[src/rtl/muller_c_pkg.sv]
// Shared constants for the muller_c_proj C-element block: io_in pin indices
// and default parameter values for the synchroniser depth and counter width.
// Pure declarations; no logic, no latency, no flow control.
package muller_c_pkg;

    // io_in pin map
    localparam int CLR_BIT  = 0;
    localparam int HOLD_BIT = 1;
    localparam int C_BIT    = 2;
    localparam int A_BIT    = 3;
    localparam int B_BIT    = 4;
    localparam int CEN_BIT  = 5;

    localparam int IO_W = 6;

    // Defaults for the top-level parameters
    localparam int SYNC_STAGES_DEF = 2;
    localparam int CNT_W_DEF       = 8;

endpackage

[src/rtl/muller_c_sync.sv]
// Single-bit N-stage flop synchroniser, asynchronous active-low reset to 0.
// Latency: STAGES rising edges from d to q.
// No backpressure: samples every cycle.
//
// Ports: clk, rst_n, d (asynchronous input), q (synchronised output).
module muller_c_sync #(
    parameter int STAGES = 2
) (
    input  logic clk,
    input  logic rst_n,
    input  logic d,
    output logic q
);

    logic [STAGES-1:0] chain;

    generate
        if (STAGES == 1) begin : g_one
            always_ff @(posedge clk or negedge rst_n) begin
                if (!rst_n) chain <= '0;
                else        chain <= d;
            end
        end else begin : g_many
            // chain[0] is the metastability-catching flop, chain[STAGES-1] is used downstream
            always_ff @(posedge clk or negedge rst_n) begin
                if (!rst_n) chain <= '0;
                else        chain <= {chain[STAGES-2:0], d};
            end
        end
    endgenerate

    assign q = chain[STAGES-1];

endmodule

[src/rtl/muller_c_proj_formal.sv]
// Clocked Muller C-element on the muller_c_proj pin map, with output-transition counter.
// Latency: input change before edge k shows on y after edge k+SYNC_STAGES.
// No backpressure: inputs sampled every cycle; io_out is purely registered.
//
// Ports:
//   clk, rst_n          : clock, asynchronous active-low reset
//   io_in[5:0]          : {c_en, b, a, c, hold, clr}
//   io_out[5:0]         : {tog_cnt[3:0], y_n, y}
//   tog_cnt[CNT_W-1:0]  : count of y transitions, wraps, cleared only by rst_n
// Optional: define MULLER_C_FORMAL_EN to compile in the embedded asserts/covers.
// CNT_W must be at least 4 since io_out exposes tog_cnt[3:0].
module muller_c_proj_formal
    import muller_c_pkg::*;
#(
    parameter int SYNC_STAGES = SYNC_STAGES_DEF,
    parameter int CNT_W       = CNT_W_DEF
) (
    input  logic             clk,
    input  logic             rst_n,
    input  logic [5:0]       io_in,
    output logic [5:0]       io_out,
    output logic [CNT_W-1:0] tog_cnt
);

    logic [IO_W-1:0] io_sync;

    // Each pin gets its own chain; bits are not treated as a coherent bus.
    genvar gi;
    generate
        for (gi = 0; gi < IO_W; gi++) begin : g_sync
            muller_c_sync #(.STAGES(SYNC_STAGES)) u_sync (
                .clk   (clk),
                .rst_n (rst_n),
                .d     (io_in[gi]),
                .q     (io_sync[gi])
            );
        end
    endgenerate

    logic clr, hold, in_a, in_b, in_c, c_en;
    assign clr  = io_sync[CLR_BIT];
    assign hold = io_sync[HOLD_BIT];
    assign in_c = io_sync[C_BIT];
    assign in_a = io_sync[A_BIT];
    assign in_b = io_sync[B_BIT];
    assign c_en = io_sync[CEN_BIT];

    // In 2-input mode c is masked so it never blocks consensus.
    logic all_one, all_zero;
    assign all_one  = in_a & in_b & (in_c | ~c_en);
    assign all_zero = ~in_a & ~in_b & (~in_c | ~c_en);

    logic y, y_next;

    always_comb begin
        y_next = y;
        if (clr) begin
            y_next = 1'b0;
        end else if (!hold) begin
            if (all_one)       y_next = 1'b1;
            else if (all_zero) y_next = 1'b0;
        end
    end

    always_ff @(posedge clk or negedge rst_n) begin
        if (!rst_n) begin
            y       <= 1'b0;
            tog_cnt <= '0;
        end else begin
            y <= y_next;
            // Counter moves on the same edge as y so both are always consistent.
            if (y_next != y) tog_cnt <= tog_cnt + 1'b1;
        end
    end

    assign io_out = {tog_cnt[3:0], ~y, y};

`ifdef MULLER_C_FORMAL_EN
    // y may only move when the synchronised inputs agree or clr is set.
    a_y_change_legal: assert property (@(posedge clk) disable iff (!rst_n)
        $changed(y) |-> ($past(clr) || ($past(!hold) && ($past(all_one) || $past(all_zero)))));

    a_y_n_inverse: assert property (@(posedge clk) disable iff (!rst_n)
        io_out[1] == ~io_out[0]);

    a_cnt_only_on_y: assert property (@(posedge clk) disable iff (!rst_n)
        $changed(tog_cnt) |-> $changed(y));

    c_y_rise: cover property (@(posedge clk) disable iff (!rst_n) $rose(y));
    c_y_fall: cover property (@(posedge clk) disable iff (!rst_n) $fell(y));
    c_cnt_wrap: cover property (@(posedge clk) disable iff (!rst_n)
        (tog_cnt == '0) && ($past(tog_cnt) == {CNT_W{1'b1}}));
    c_ab_two_input_rise: cover property (@(posedge clk) disable iff (!rst_n)
        (io_sync == 6'b011000) && !y ##1 y);
`endif

endmodule

[config.mk]
export PLATFORM = sky130hd
export DESIGN_NAME = muller_c_proj_formal
export DESIGN_NICKNAME = d
export VERILOG_FILES = /design/src/rtl/muller_c_pkg.sv /design/src/rtl/muller_c_sync.sv /design/src/rtl/muller_c_proj_formal.sv
export SDC_FILE = /design/constraint.sdc
export NUM_CORES = 1
export LEC_CHECK = 0
export ABC_CLOCK_PERIOD_IN_PS = 1900
export BUFFER_PORTS_ARGS = -buffer_cell sky130_fd_sc_hd__buf_4
export CORE_MARGIN = 2
export CORE_UTILIZATION = 49
export DETAILED_ROUTE_END_ITERATION = 12
export PLACE_DENSITY = 0.75
export SYNTH_ARGS = -nofsm -noshare
export SYNTH_HDL_FRONTEND = slang
export SYNTH_SLANG_ARGS = --single-unit
export TNS_END_PERCENT = 50
[constraint.sdc]
create_clock -name clk -period 1.9 [get_ports clk]
set_input_delay 0.19 -clock clk [delete_from_list [all_inputs] [get_ports clk]]
set_output_delay 0.19 -clock clk [all_outputs]
set_load 0.02 [all_outputs]
Word-level counts from Yosys, hierarchy flattened

Cells that the tools add are included.
Widths: inputs -> output; s select.

Memory bits (writable): 0
ROM bits: 0
Logic and storage cells: 25
Register bits after elaboration: 21
Output and inout bits: 14
Latch bits: 0
Memories: 0

Reduce and logical (&&, ||, !) cells: 0
Multiply operators: 0
$add $sub $neg: 1
Shifts and indexed selects: 0
Equal/unequal tests: 1
Bitwise gates (word level): 11
Magnitude comparators: 0
Div/mod/pow operators: 0
Muxes and demuxes: 4

Operator list:

| kind                | number |
|---|---|
| $add 8x1->8 const B | 1 |
| $not 1->1           | 5 |
| $and 1x1->1         | 4 |
| $mux 1              | 4 |
| $or 1x1->1          | 2 |
| $ne 1x1->1          | 1 |

Depth between registers and ports, before layout

Word-level depth: 8
Mapped depth: 5
Gate-level depth less buffers: 4

Cells and area by module

From an unflattened synthesis, not the netlist that was laid out.

Cells, all modules: 59
Area total of the unflattened synthesis: 809.5 µm²

By module, submodules not included:

| module               | area an instance (µm²) | seq. area each (µm²) | cells an instance | instances |
|---|---|---|---|---|
| muller_c_proj_formal | 509.2                  | 225.2                | 47                | 1 |
| muller_c_sync        | 50.0                   | 50.0                 | 2                 | 6 |

Least setup slack after synthesis

No wires, ideal clock.

Path type: reg2reg
From: register g_sync[2].u_sync.chain[1]
To: register tog_cnt[1]
Required time: 1.772 ns
Cell stages (with the launch flop): 5
Setup slack: 0.241 ns
Data arrival time: 1.532 ns
Path through: dfrtp_1 -> a2111oi_0 -> o21ai_1 -> nand2_1 -> mux2_1

Cells in the longest elaborated chain, start to end: 8
Elaborated cells on any way between the ends: 10

RTL lines:

| item                   | RTL line                   | text |
|---|---|---|
| start, declared        | muller_c_sync.sv:15        | `logic [STAGES-1:0] chain;` |
| start signal, assigned | muller_c_sync.sv:27        | `else chain <= {chain[STAGES-2:0], d};` |
| $not 1->1              | muller_c_proj_formal.sv:51 | `assign all_zero = ~in_a & ~in_b & (~in_c \| ~c_en);` |
| $or 1x1->1             | muller_c_proj_formal.sv:51 |  |
| $and 1x1->1            | muller_c_proj_formal.sv:51 |  |
| $mux 1                 | muller_c_proj_formal.sv:61 | `else if (all_zero) y_next = 1'b0;` |
| $mux 1 *               | muller_c_proj_formal.sv:60 | `if (all_one) y_next = 1'b1;` |
| $mux 1 *               | muller_c_proj_formal.sv:59 | `end else if (!hold) begin` |
| $mux 1 *               | muller_c_proj_formal.sv:57 | `if (clr) begin` |
| $ne 1x1->1 *           | muller_c_proj_formal.sv:72 | `if (y_next != y) tog_cnt <= tog_cnt + 1'b1;` |
| end signal, assigned   | muller_c_proj_formal.sv:72 |  |
| end, declared          | muller_c_proj_formal.sv:22 | `output logic [CNT_W-1:0] tog_cnt` |

Every way passes the cells marked *; elsewhere a longest branch is shown, timed or not.
A chain may end at the register's enable or synchronous reset.

Worst setup path in the final report

From: register g_sync[2].u_sync.chain[1]
To: register tog_cnt[5]

The elaborated chain is that of the path after synthesis.

==> impl_metrics.py <==
metrics = {
    "outcome": {
        "status": "finished, final reports clean",
    },
    "worst_setup_path": {
        "r2r_end": "tog_cnt[5]$_DFFE_PN0P_",
        "r2r_setup_slack_ns": 0.20,
        "setup.worst_path.end_class": "register",
        "critPathLaunchType": "register",
        "max_stage_delay_ns": 0.53,
        "arrival_ns": 1.93,
        "crit_slowest_cell": "a2111oi_0",
        "timing_worst_setup_path_type": "register to register",
        "path_max_fanout": 5,
        "crit_buf_inv": 1,
        "crit_path_cell_trace": "a2111oi_0 > o21ai_1 > buf_4 > a21oi_1 > xor2_1",
        "critPathLaunch": "g_sync[2].u_sync.chain[1]$_DFF_PN0_",
        "reg2reg_from": "g_sync[2].u_sync.chain[1]$_DFF_PN0_",
        "cpLargestDelayFamily": "compound AO/OA/AOI/OAI gates",
        "required_ns": 2.13,
        "worst_r2r_path_depth": 5,
        "cp.depth": 5,
        "endpoint": "tog_cnt[5]$_DFFE_PN0P_",
    },
    "global_route": {
        "grtUsageMet1_pct": 19.78,
        "use_met3_pct": 6.939,
        "grt_overflow": 0,
        "grt_pass1_vias": 497,
        "grt_start_max_net_pins": 22,
        "grt_pass1_wl_mm": 2.242,
        "grtUsageMet2_pct": 26.96,
        "grt_usage_pct": 16.82,
        "antenna_found_initial": 0,
        "busiest_layer": "met2",
    },
    "sta": {
        "fin_ws_ns": 0.2000,
        "final-hold-violation-count": 0,
        "holdWs_ns": 0.2934,
        "fin_crit_sh_pct": 89.48,
        "slew_viol_final": 0,
        "worstMarginPinSlew_ns": 0.5364,
        "rsz0062_at_grt": "no",
        "finClkSkew_ns": 0.005876,
        "min_period_ns": 1.700,
        "relSlewSlack_pct": 63.32,
        "fmaxAchievable_ghz": 0.5882,
        "finalSetupTns_ns": 0,
        "finalSetupViolCount": 0,
    },
    "floorplan": {
        "die_y_um": 44.62,
        "die_area_mm2": 0.001991,
        "rows": 14,
        "core-area_mm2": 0.001524,
        "chipWidth_um": 44.62,
        "start_util_pct": 53.04,
        "io-pin-count": 22,
    },
    "final_layout": {
        "drive_gt1_share_pct": 33.72,
        "layout.nets": 96,
        "stdcell_area_mm2": 0.001045,
        "nFillCells": 103,
        "area_growth_syn_to_layout_pct": 29.26,
        "num_antenna_cells": 0,
    },
    "synth": {
        "synth-edff-count": 0,
        "syn_nets": 68,
        "netlist_instances": 59,
        "async_reset_ff_share_pct": 100.0,
        "synth_seq_cells": 21,
        "yosysUniqueCellTypes": 21,
        "ys_warn_count": 0,
        "syn_avg_cell_area_um2": 13.70,
        "yosysSeqAreaShare_pct": 65.02,
        "ys_dominant_reg_cell": "dfrtp_1",
        "synth_area_um2": 808.3,
    },
    "clocking": {
        "ctsHoldBuffers": 7,
        "ctsResizeCount": 0,
        "cts_root_buf": "clkbuf_4",
        "cts_setup_buffers": 0,
        "cts_buffers": 3,
        "clk_pin_slew_ns": 0.12,
        "htreeDepth": 1,
        "cts_max_path_buffers": 2,
        "clk_latency_ns": 0.30,
        "clock_sinks": 21,
        "cts_tree": "yes",
    },
    "place": {
        "gp_congestion": 0.7275,
        "portBuffers": 21,
        "place_ws_ns": 0.2022,
        "place_area_um2": 944.7,
    },
    "detailed_routing": {
        "first_pass_iters": 4,
        "wl_per_cell_um": 12.82,
        "dr.first_iter.drc_count": 12,
        "final_antenna_net_count": 0,
        "drc": 0,
        "drt-vias-per-instance": 5.039,
        "route.vias.total": 514,
        "routed_wirelength_mm": 1.308,
    },
    "power_and_ir_drop": {
        "leakage_nw": 0.5272,
        "vdd_ir_drop_max_v": 0.0006926,
        "power.density_mw_per_mm2": 1047,
    },
    "min_path": {
        "min_path_type": "input port to asynchronous set/reset pin",
    },
    "job": {
        "drv_cap": 0,
    },
}
-- registers in the layout (all words and copies together) (netlist names) --
| signal | cells |
|---|---|
| g_sync.u_sync.chain | 12 |
| y | 1 |
| tog_cnt | 8 |
-- cells in the final DEF, fill, tap and decap left out, types with 2 or more instances in the layout --
master,count
a21oi_1,4
xor2_1,7
buf_4,22
clkbuf_4,3
dlygate4sd3_1,7
nor2_1,2
nand3_1,5
dfrtp_1,21
-- worst min path at each step --
stage / end / from / cells after the start / slack, ns
detailed placement: g_sync[4].u_sync.chain[0]$_DFF_PN0_ / rst_n / 1 / 0.08
finish: g_sync[4].u_sync.chain[0]$_DFF_PN0_ / rst_n / 2 / 0.29
floorplan: g_sync[0].u_sync.chain[0]$_DFF_PN0_ / rst_n / 0 / -0.11
CTS: g_sync[4].u_sync.chain[0]$_DFF_PN0_ / rst_n / 2 / 0.28
global route: g_sync[4].u_sync.chain[0]$_DFF_PN0_ / rst_n / 2 / 0.29
global placement: g_sync[4].u_sync.chain[0]$_DFF_PN0_ / rst_n / 1 / 0.08
-- stage by stage --
stage / power, mW / util (%) / std cells
final: 1.094 / 68.55 / 102
after global placement: 0.8760 / 61.99 / 91
after detailed placement: 0.8833 / 61.99 / 91
after floorplan: 0.7757 / - / 59
after global routing: 1.162 / 68.55 / 102
after CTS: 1.110 / 68.55 / 102
-- cells in the mapped netlist (2+ instances only) --
cell type	instances	share of area, %
buf_4	5	4.6
nor2_1	2	0.93
xor2_1	7	7.6
nand3_1	5	3.1
a21oi_1	4	2.5
dfrtp_1	21	65
-- per-layer routing --
layer	part of all wire, %	wire [um]
met5	0	0
met4	1.3	17
met3	5.5	72
met2	50	655
met1	43	563
-- kinds of logic (layout without fill, tap and decap cells) --
group,Yosys count,count (layout),share of synthesized area [%]
DFF,21,21,65.01
and+or+nand+nor,14,14,11.30
AOI/OAI and AO/OA,8,8,6.656
xor gates and xnor gates,7,7,7.585
buffers and inverters,7,34,6.501
adders and majority gates,1,1,1.548
muxes,1,1,1.393
-- power by group --
part / total [mW] / switching [mW] / internal, mW
sequential: 0.573 / 0.0755 / 0.498
clock: 0.212 / 0.132 / 0.0801
combinational: 0.309 / 0.162 / 0.147
total: 1.09 / 0.370 / 0.724
-- final cells by class --
cell class | count | area [um2] | area share [%]
inverter | 1 | 3.754 | 0.3593
timing repair buffer | 29 | 235.2 | 22.52
clock inverter | 1 | 7.507 | 0.7186
multi-input combinational | 31 | 230.2 | 22.04
sequential | 21 | 525.5 | 50.30
tap | 16 | 20.02 | 1.916
clock buffer | 3 | 22.52 | 2.156
-- worst reg2reg max path: stages, from the launching register on --
cell	delay, ns
dfrtp_1	0.40
a2111oi_0	0.53
o21ai_1	0.18
buf_4	0.19
a21oi_1	0.17
xor2_1	0.17
No activity file was read; power rests on OpenSTA's default activity.
